## config.mk

```make
export PLATFORM = sky130hd
export DESIGN_NAME = exmem_stage_flat
export DESIGN_NICKNAME = d
export VERILOG_FILES = /design/src/rtl/exmem_pkg.sv /design/src/rtl/exmem_if.sv /design/src/rtl/exmem_store_align.sv /design/src/rtl/exmem_stage.sv /design/src/flat_wrapper.sv
export SDC_FILE = /design/constraint.sdc
export NUM_CORES = 1
export LEC_CHECK = 0
export CELL_PAD_IN_SITES_DETAIL_PLACEMENT = 0
export CELL_PAD_IN_SITES_GLOBAL_PLACEMENT = 1
export CORE_MARGIN = 4
export CORE_UTILIZATION = 30
export CTS_CLUSTER_SIZE = 10
export DETAILED_ROUTE_END_ITERATION = 6
export HOLD_SLACK_MARGIN = 0.08
export PLACE_DENSITY = 0.88
export RECOVER_POWER = 50
export SYNTH_ARGS = -nofsm -noshare
export SYNTH_HDL_FRONTEND = slang
export SYNTH_SLANG_ARGS = --single-unit
```

## constraint.sdc

```tcl
create_clock -name clk -period 2 [get_ports clk]
set_input_delay 0.2 -clock clk [delete_from_list [all_inputs] [get_ports clk]]
set_output_delay 0.2 -clock clk [all_outputs]
set_load 0.1 [all_outputs]
```

## src/rtl/exmem_pkg.sv

```systemverilog
// Shared types and constants for the EX/MEM pipeline stage.
// Payload fields are sized for the widest legal datapath; narrower builds use the low bits.
package exmem_pkg;

  typedef enum logic [1:0] {
    MEM_NONE  = 2'd0,
    MEM_LOAD  = 2'd1,
    MEM_STORE = 2'd2
  } mem_op_t;

  typedef enum logic [1:0] {
    SIZE_BYTE = 2'd0,
    SIZE_HALF = 2'd1,
    SIZE_WORD = 2'd2
  } mem_size_t;

  localparam int MaxWordSize = 64;
  localparam int MaxBeW      = MaxWordSize / 8;
  localparam int MaxRegAddrW = 8;

  localparam logic [7:0] MaskByte = 8'h01;
  localparam logic [7:0] MaskHalf = 8'h03;
  localparam logic [7:0] MaskWord = 8'h0F;

  typedef struct packed {
    logic [MaxRegAddrW-1:0] rdn;
    logic [MaxWordSize-1:0] alu_out;
    logic [MaxWordSize-1:0] mem_data;
    logic                   branch_taken;
    mem_op_t                mem_op;
    logic [MaxBeW-1:0]      mem_be;
    logic                   misalign;
  } exmem_payload_t;

  function automatic logic [7:0] sizeMask(input mem_size_t size);
    case (size)
      SIZE_BYTE: return MaskByte;
      SIZE_HALF: return MaskHalf;
      SIZE_WORD: return MaskWord;
      default:   return 8'h00;
    endcase
  endfunction

endpackage

```

## src/rtl/exmem_if.sv

```systemverilog
// Handshake and payload bundle between EX, the EX/MEM stage and the memory port.
// The stage connects through 'slave'; whoever drives EX and consumes MEM uses 'master'.
interface exmem_if #(
  parameter int WordSize = 32,
  parameter int RegAddrW = 5
);
  import exmem_pkg::*;

  logic                  in_valid;
  logic                  in_ready;
  logic [RegAddrW-1:0]   rdn_in;
  logic [WordSize-1:0]   alu_out_in;
  logic [WordSize-1:0]   rs2d;
  logic                  branch_taken_in;
  mem_op_t               mem_op_in;
  mem_size_t             mem_size_in;
  logic                  flush;

  logic                  out_valid;
  logic                  out_ready;
  logic [RegAddrW-1:0]   rdn;
  logic [WordSize-1:0]   alu_out;
  logic [WordSize-1:0]   mem_data;
  logic                  branch_taken;
  mem_op_t               mem_op;
  logic [WordSize/8-1:0] mem_be;
  logic                  misalign;

  logic                  fwd_valid;
  logic [RegAddrW-1:0]   fwd_rdn;
  logic [WordSize-1:0]   fwd_data;

  modport slave (
    input  in_valid, rdn_in, alu_out_in, rs2d, branch_taken_in, mem_op_in, mem_size_in,
    input  flush, out_ready,
    output in_ready, out_valid, rdn, alu_out, mem_data, branch_taken, mem_op, mem_be,
    output misalign, fwd_valid, fwd_rdn, fwd_data
  );

  modport master (
    output in_valid, rdn_in, alu_out_in, rs2d, branch_taken_in, mem_op_in, mem_size_in,
    output flush, out_ready,
    input  in_ready, out_valid, rdn, alu_out, mem_data, branch_taken, mem_op, mem_be,
    input  misalign, fwd_valid, fwd_rdn, fwd_data
  );

endinterface

```

## src/rtl/exmem_store_align.sv

```systemverilog
// Combinational store-lane alignment: shifts store data and byte enables to the address
// offset and flags accesses whose offset is not a multiple of the access size.
module exmem_store_align
  import exmem_pkg::*;
#(
  parameter int WordSize = 32
) (
  input  logic [WordSize-1:0]           rs2d_i,
  input  logic [$clog2(WordSize/8)-1:0] off_i,
  input  mem_size_t                     size_i,
  input  mem_op_t                       op_i,
  output logic [WordSize-1:0]           mem_data_o,
  output logic [WordSize/8-1:0]         mem_be_o,
  output logic                          misalign_o
);

  localparam int BeW = WordSize / 8;

  logic offOdd;

  always_comb begin
    offOdd = 1'b0;
    case (size_i)
      SIZE_HALF: offOdd = off_i[0];
      SIZE_WORD: offOdd = |off_i[1:0];
      default:   offOdd = 1'b0;
    endcase
  end

  assign misalign_o = offOdd && (op_i != MEM_NONE);
  assign mem_data_o = rs2d_i << {off_i, 3'b000};

  // Loads and misaligned stores never drive byte lanes.
  assign mem_be_o = (op_i == MEM_STORE && !misalign_o) ? (BeW'(sizeMask(size_i)) << off_i)
                                                       : '0;

endmodule

```

## src/rtl/exmem_stage.sv

```systemverilog
// EX/MEM pipeline register with valid/ready handshake, flush, store alignment and forwarding tap.
// Define EXMEM_SKID_EN to add a second (skid) slot and register in_ready.
module exmem_stage
  import exmem_pkg::*;
#(
  parameter int WordSize = 32,
  parameter int RegAddrW = 5
) (
  input logic     clk,
  input logic     rstn,
  exmem_if.slave  bus
);

  localparam int BeW  = WordSize / 8;
  localparam int OffW = $clog2(BeW);

  logic [WordSize-1:0] alignData;
  logic [BeW-1:0]      alignBe;
  logic                alignMis;
  exmem_payload_t      inPay;

  exmem_store_align #(.WordSize(WordSize)) uAlign (
    .rs2d_i     (bus.rs2d),
    .off_i      (bus.alu_out_in[OffW-1:0]),
    .size_i     (bus.mem_size_in),
    .op_i       (bus.mem_op_in),
    .mem_data_o (alignData),
    .mem_be_o   (alignBe),
    .misalign_o (alignMis)
  );

  always_comb begin
    inPay              = '0;
    inPay.rdn          = MaxRegAddrW'(bus.rdn_in);
    inPay.alu_out      = MaxWordSize'(bus.alu_out_in);
    inPay.mem_data     = MaxWordSize'(alignData);
    inPay.branch_taken = bus.branch_taken_in;
    inPay.mem_op       = bus.mem_op_in;
    inPay.mem_be       = MaxBeW'(alignBe);
    inPay.misalign     = alignMis;
  end

  exmem_payload_t outSlot_q, outSlot_d;
  logic           outValid_q, outValid_d;
  logic           accept, retire, inReady;

  assign accept = bus.in_valid && inReady;
  assign retire = outValid_q && bus.out_ready;

`ifdef EXMEM_SKID_EN
  exmem_payload_t skidSlot_q, skidSlot_d;
  logic           skidValid_q, skidValid_d;

  assign inReady = !skidValid_q;

  // A retire first promotes the skid entry; a new accept then fills whichever slot is free.
  always_comb begin
    outSlot_d   = outSlot_q;
    outValid_d  = outValid_q;
    skidSlot_d  = skidSlot_q;
    skidValid_d = skidValid_q;
    if (bus.flush) begin
      outValid_d  = 1'b0;
      skidValid_d = 1'b0;
    end else begin
      if (retire) begin
        if (skidValid_q) begin
          outSlot_d   = skidSlot_q;
          skidValid_d = 1'b0;
        end else begin
          outValid_d = 1'b0;
        end
      end
      if (accept) begin
        if (!outValid_d) begin
          outSlot_d  = inPay;
          outValid_d = 1'b1;
        end else begin
          skidSlot_d  = inPay;
          skidValid_d = 1'b1;
        end
      end
    end
  end

  always_ff @(posedge clk or negedge rstn) begin
    if (!rstn) begin
      skidSlot_q  <= '0;
      skidValid_q <= 1'b0;
    end else begin
      skidSlot_q  <= skidSlot_d;
      skidValid_q <= skidValid_d;
    end
  end
`else
  assign inReady = !outValid_q || bus.out_ready;

  always_comb begin
    outSlot_d  = outSlot_q;
    outValid_d = outValid_q;
    if (bus.flush) begin
      outValid_d = 1'b0;
    end else if (accept) begin
      outSlot_d  = inPay;
      outValid_d = 1'b1;
    end else if (retire) begin
      outValid_d = 1'b0;
    end
  end
`endif

  always_ff @(posedge clk or negedge rstn) begin
    if (!rstn) begin
      outSlot_q  <= '0;
      outValid_q <= 1'b0;
    end else begin
      outSlot_q  <= outSlot_d;
      outValid_q <= outValid_d;
    end
  end

  logic [RegAddrW-1:0] outRdn;
  logic                unusedWideBits;

  assign outRdn         = outSlot_q.rdn[RegAddrW-1:0];
  assign unusedWideBits = ^{outSlot_q.rdn, outSlot_q.alu_out, outSlot_q.mem_data, outSlot_q.mem_be};

  assign bus.in_ready     = inReady;
  assign bus.out_valid    = outValid_q;
  assign bus.rdn          = outRdn;
  assign bus.alu_out      = outSlot_q.alu_out[WordSize-1:0];
  assign bus.mem_data     = outSlot_q.mem_data[WordSize-1:0];
  assign bus.mem_op       = outSlot_q.mem_op;
  assign bus.misalign     = outSlot_q.misalign;
  assign bus.branch_taken = outValid_q && outSlot_q.branch_taken;
  assign bus.mem_be       = outValid_q ? outSlot_q.mem_be[BeW-1:0] : '0;

  // Loads cannot forward from here: their data only exists after the memory access.
  assign bus.fwd_valid = outValid_q && (outRdn != '0) && (outSlot_q.mem_op != MEM_LOAD);
  assign bus.fwd_rdn   = outRdn;
  assign bus.fwd_data  = outSlot_q.alu_out[WordSize-1:0];

endmodule

```

## src/flat_wrapper.sv

```systemverilog
// flat-port wrapper written by rule: the top's interface ports become plain ports
module exmem_stage_flat import exmem_pkg::*;
#(
  parameter int WordSize = 32,
  parameter int RegAddrW = 5
)
  (clk, rstn, bus_in_valid, bus_rdn_in, bus_alu_out_in, bus_rs2d, bus_branch_taken_in, bus_mem_op_in, bus_mem_size_in, bus_flush, bus_out_ready, bus_in_ready, bus_out_valid, bus_rdn, bus_alu_out, bus_mem_data, bus_branch_taken, bus_mem_op, bus_mem_be, bus_misalign, bus_fwd_valid, bus_fwd_rdn, bus_fwd_data);
  exmem_if #(.WordSize(WordSize), .RegAddrW(RegAddrW)) bus_i ();
  input logic clk;
  input logic rstn;
  input wire logic [$bits(bus_i.in_valid)-1:0] bus_in_valid;
  input wire logic [$bits(bus_i.rdn_in)-1:0] bus_rdn_in;
  input wire logic [$bits(bus_i.alu_out_in)-1:0] bus_alu_out_in;
  input wire logic [$bits(bus_i.rs2d)-1:0] bus_rs2d;
  input wire logic [$bits(bus_i.branch_taken_in)-1:0] bus_branch_taken_in;
  input wire logic [$bits(bus_i.mem_op_in)-1:0] bus_mem_op_in;
  input wire logic [$bits(bus_i.mem_size_in)-1:0] bus_mem_size_in;
  input wire logic [$bits(bus_i.flush)-1:0] bus_flush;
  input wire logic [$bits(bus_i.out_ready)-1:0] bus_out_ready;
  output wire logic [$bits(bus_i.in_ready)-1:0] bus_in_ready;
  output wire logic [$bits(bus_i.out_valid)-1:0] bus_out_valid;
  output wire logic [$bits(bus_i.rdn)-1:0] bus_rdn;
  output wire logic [$bits(bus_i.alu_out)-1:0] bus_alu_out;
  output wire logic [$bits(bus_i.mem_data)-1:0] bus_mem_data;
  output wire logic [$bits(bus_i.branch_taken)-1:0] bus_branch_taken;
  output wire logic [$bits(bus_i.mem_op)-1:0] bus_mem_op;
  output wire logic [$bits(bus_i.mem_be)-1:0] bus_mem_be;
  output wire logic [$bits(bus_i.misalign)-1:0] bus_misalign;
  output wire logic [$bits(bus_i.fwd_valid)-1:0] bus_fwd_valid;
  output wire logic [$bits(bus_i.fwd_rdn)-1:0] bus_fwd_rdn;
  output wire logic [$bits(bus_i.fwd_data)-1:0] bus_fwd_data;
  assign bus_i.in_valid = bus_in_valid;
  assign bus_i.rdn_in = bus_rdn_in;
  assign bus_i.alu_out_in = bus_alu_out_in;
  assign bus_i.rs2d = bus_rs2d;
  assign bus_i.branch_taken_in = bus_branch_taken_in;
  assign bus_i.mem_op_in = bus_mem_op_in;
  assign bus_i.mem_size_in = bus_mem_size_in;
  assign bus_i.flush = bus_flush;
  assign bus_i.out_ready = bus_out_ready;
  assign bus_in_ready = bus_i.in_ready;
  assign bus_out_valid = bus_i.out_valid;
  assign bus_rdn = bus_i.rdn;
  assign bus_alu_out = bus_i.alu_out;
  assign bus_mem_data = bus_i.mem_data;
  assign bus_branch_taken = bus_i.branch_taken;
  assign bus_mem_op = bus_i.mem_op;
  assign bus_mem_be = bus_i.mem_be;
  assign bus_misalign = bus_i.misalign;
  assign bus_fwd_valid = bus_i.fwd_valid;
  assign bus_fwd_rdn = bus_i.fwd_rdn;
  assign bus_fwd_data = bus_i.fwd_data;
  exmem_stage #(.WordSize(WordSize), .RegAddrW(RegAddrW)) u_core (.clk(clk), .rstn(rstn), .bus(bus_i));
endmodule
```

==> impl_metrics.env <==
export IMPL_drt_pass1_iter_count=4
export IMPL_power_density_nw_per_um2=1280
export IMPL_slew_viol_final=0
export IMPL_synth_distinct_cells=30
export IMPL_synth_top_family_by_area="buffers and inverters"
export IMPL_ff2ff_path_depth=5
export IMPL_htreeDepth=3
export IMPL_cts_buffers=9
export IMPL_timing_rr_start="u_core.bus.out_valid$_DFFE_PN0P_"
export IMPL_grt_overflow=0
export IMPL_initial_core_util_pct=30.5
export IMPL_fp_dieArea_um2=16700
export IMPL_irDropWorstVdd_mv=0.483
export IMPL_fmax_ghz=0.605
export IMPL_holdWs_ps=255
export IMPL_die_h_um=129
export IMPL_synth_area_um2=4410
export IMPL_hold_class="in2reg"
export IMPL_min_path_cells=4
export IMPL_maxSlewHeadroom_pct=40.8
export IMPL_vias=3407
export IMPL_p_comb_share_pct=48.6
export IMPL_cp_required_ps=2240
export IMPL_rsz0062_at_grt="false"
export IMPL_rows=44
export IMPL_final_nets=666
export IMPL_worst_slack_ps=347
export IMPL_ys_seq_area_share_pct=44.2
export IMPL_place_inst=756
export IMPL_drc=0
export IMPL_syn_to_final_growth_pct=29.2
export IMPL_clkTransAtPathRegs_ps=60
export IMPL_pre_cts_ws_ps=79.2
export IMPL_worst_pin_slew_ps=888
export IMPL_hold_end="u_core.bus.alu_out[0]$_DFFE_PN0P_"
export IMPL_final_util_pct=39.4
export IMPL_hold_viol=0
export IMPL_io_buffers=195
export IMPL_drive_gt1_share_pct=28.4
export IMPL_worst_r2r_setup_slack_ps=350
export IMPL_grt_total_usage_pct=13.7
export IMPL_min_period_ps=1650
export IMPL_avgViaCountPerCell=4.41
export IMPL_clock_root_buffer="clkbuf_16"
export IMPL_internal_power_mw=3.55
export IMPL_yosys_warnings=0
export IMPL_clkPwrFrac_pct=24.6
export IMPL_wl_um=11700
export IMPL_p_sw_share_pct=51.3
export IMPL_worstHoldStart="bus_alu_out_in[0]"
export IMPL_clock_sinks=78
export IMPL_synth_mux_area_share_pct=5.93
export IMPL_worst_ep_arrival_time_ps=1890
export IMPL_drt_wirelength_per_cell_um=15.1
export IMPL_ant_nets=0
export IMPL_timing_setup_tns_ps=0
export IMPL_n_antenna_cell=0
export IMPL_place_congestion=0.717
export IMPL_ys_ff_latch=78
export IMPL_cap_violations=0
export IMPL_synth_compound_area_share_pct=7.40
export IMPL_grt_pass1_wl_um=17700
export IMPL_pwr_share_seq_pct=26.9
export IMPL_fin_cells=773
export IMPL_clock_latency_ps=340
export IMPL_avgSynthCellArea_um2=8.90
export IMPL_synthCells=496
export IMPL_cts_tree="yes"
export IMPL_grt_pass1_vias=3346
export IMPL_path_class="reg2reg"
export IMPL_antenna_found_initial=0
export IMPL_synthXorXnorAreaFrac_pct=0
export IMPL_clock_path_buffers=2
export IMPL_hpwl_um=8810
export IMPL_synthAdderAreaFrac_pct=0.851
export IMPL_die_w_um=129
export IMPL_p_leak_nw=2.87
export IMPL_cts_setup_buffers=0
export IMPL_start_kind="flop"
export IMPL_status="finished, final reports clean"
export IMPL_synth_simple_area_share_pct=19.2
export IMPL_core_area_um2=14500
export IMPL_switching_power_mw=3.73
export IMPL_path_max_fanout=34
export IMPL_synthesis_nets=578
export IMPL_setup_viol=0
export IMPL_io_pins=196
export IMPL_skew_ps=3.57
export IMPL_period_share_pct=82.6
export IMPL_drt_initial_drc_count=93
export IMPL_grt_max_degree=47
export IMPL_end_kind="flop"
export IMPL_r2r_end="u_core.bus.mem_data[15]$_DFFE_PN0P_"
-- worst max-delay path by stage --
stage,endpoint,cells past startpoint,start,slack [ps]
finish,u_core.bus.mem_data[15]$_DFFE_PN0P_,5,u_core.bus.out_valid$_DFFE_PN0P_,350
global placement,u_core.outSlot_q[2]$_DFFE_PN0P_,7,bus_mem_size_in[0],120
CTS,u_core.bus.mem_data[15]$_DFFE_PN0P_,5,u_core.bus.out_valid$_DFFE_PN0P_,340
detailed placement,u_core.outSlot_q[2]$_DFFE_PN0P_,6,bus_mem_size_in[0],80
global route,u_core.bus.mem_data[8]$_DFFE_PN0P_,5,u_core.bus.out_valid$_DFFE_PN0P_,190
floorplan,u_core.outSlot_q[2]$_DFFE_PN0P_,5,u_core.bus.out_valid$_DFFE_PN0P_,70
-- placed cells by master (no fill, tap or decap), drive strengths merged --
cell type	instances
a211oi	8
a21oi	19
and2	5
buf	75
bufinv	2
clkbuf	68
clkdlybuf4s50	75
clkinv	2
clkinvlp	2
dfrtp	78
dlygate4sd3	1
ha	3
inv	5
mux2	9
mux2i	16
nand2	155
nand2b	2
nand3	8
nand3b	1
nand4b	1
nor2	12
nor2b	11
nor3	1
nor3b	1
o21ai	19
o31ai	8
o41ai	1
or3b	1
-- sequential cells by signal (all words and copies together), names as in the netlist --
signal                flops
u_core.bus.alu_out       32
u_core.bus.fwd_rdn        5
u_core.bus.mem_data      32
u_core.bus.mem_op         2
u_core.bus.misalign       1
u_core.bus.out_valid      1
u_core.outSlot_q          5
-- repair_timing --
item / 4_1_cts / 5_1_grt
hold buffers: 1 / 0
hold endpoints to repair: 32 / 0
resized for setup: 0 / 0
-- per-stage QoR --
stage / area [um^2] / power, mW
6_report: 5700 / 7.29
5_1_grt: 5700 / 7.56
4_1_cts: 5850 / 7.49
3_5_place_dp: 5510 / 5.66
3_3_place_gp: 5510 / 5.63
2_1_floorplan: 4430 / 5.24
-- area by class of cell --
class / instances / area [um^2]
Tap cell: 184 / 230
Sequential cell: 78 / 1950
Timing Repair Buffer: 209 / 1680
Clock buffer: 10 / 239
Multi-Input combinational cell: 281 / 1490
Clock inverter: 6 / 85.1
Inverter: 5 / 18.8
Fill cell: 1459 / 8780
-- critical path, stage by stage (launching register included) --
cell and delay (ps):
dfrtp_1 480, nor2b_4 190, inv_2 100, nand3b_4 240, buf_12 260, o31ai_1 260
-- Yosys cell counts --
master      n  area [um^2]
nand2_1   154          578
buf_4     117          878
dfrtp_1    78         1950
a21oi_1    19         95.1
o21ai_0    17         85.1
mux2i_1    16          160
nor2_1     11         41.3
buf_2      10         50.1
nor2b_1    10         62.6
mux2_2      9          101
a211oi_1    8         60.1
nand3_1     8         40.0
o31ai_1     8         60.1
and2_1      5         31.3
inv_1       4         15.0
buf_6       3         33.8
ha_1        3         37.5
clkbuf_1    2         7.51
nand2b_1    2         12.5
o21ai_1     2         10.0
inv_2       1         3.75
nand2_2     1         6.26
nand3b_2    1         11.3
nand4b_1    1         8.76
nor2_2      1         6.26
nor2b_4     1         13.8
nor3_1      1         5.00
nor3b_4     1         18.8
o41ai_2     1         16.3
or3b_4      1         11.3
-- layer usage --
metal,up-vias,routed length (um),track usage [%]
met5,-,0,0
met4,0,223,5.87
met3,17,1030,3.75
met2,139,5660,23.4
met1,1589,4750,16.2
li1,1662,-,-
-- power groups by stage --
stage | combinational (mW) | clock [mW] | sequential [mW]
after floorplan | 3.28 | 0 | 1.96
after global placement | 3.65 | 0 | 1.98
after detailed placement | 3.67 | 0 | 1.99
after CTS | 3.67 | 1.86 | 1.97
after global routing | 3.65 | 1.91 | 1.99
final | 3.54 | 1.79 | 1.96
-- kinds of logic (layout without fill, tap and decap cells) --
| family | after synthesis | after routing |
|---|---|---|
| AND/OR/NAND/NOR | 198 | 198 |
| buffers and inverters | 137 | 230 |
| flip-flops | 78 | 78 |
| multiplexers | 25 | 25 |
| adder cells (fa/ha/maj) | 3 | 3 |
| AO/OA/AOI/OAI | 55 | 55 |
Note: power is estimated with default switching activity, not from simulation.
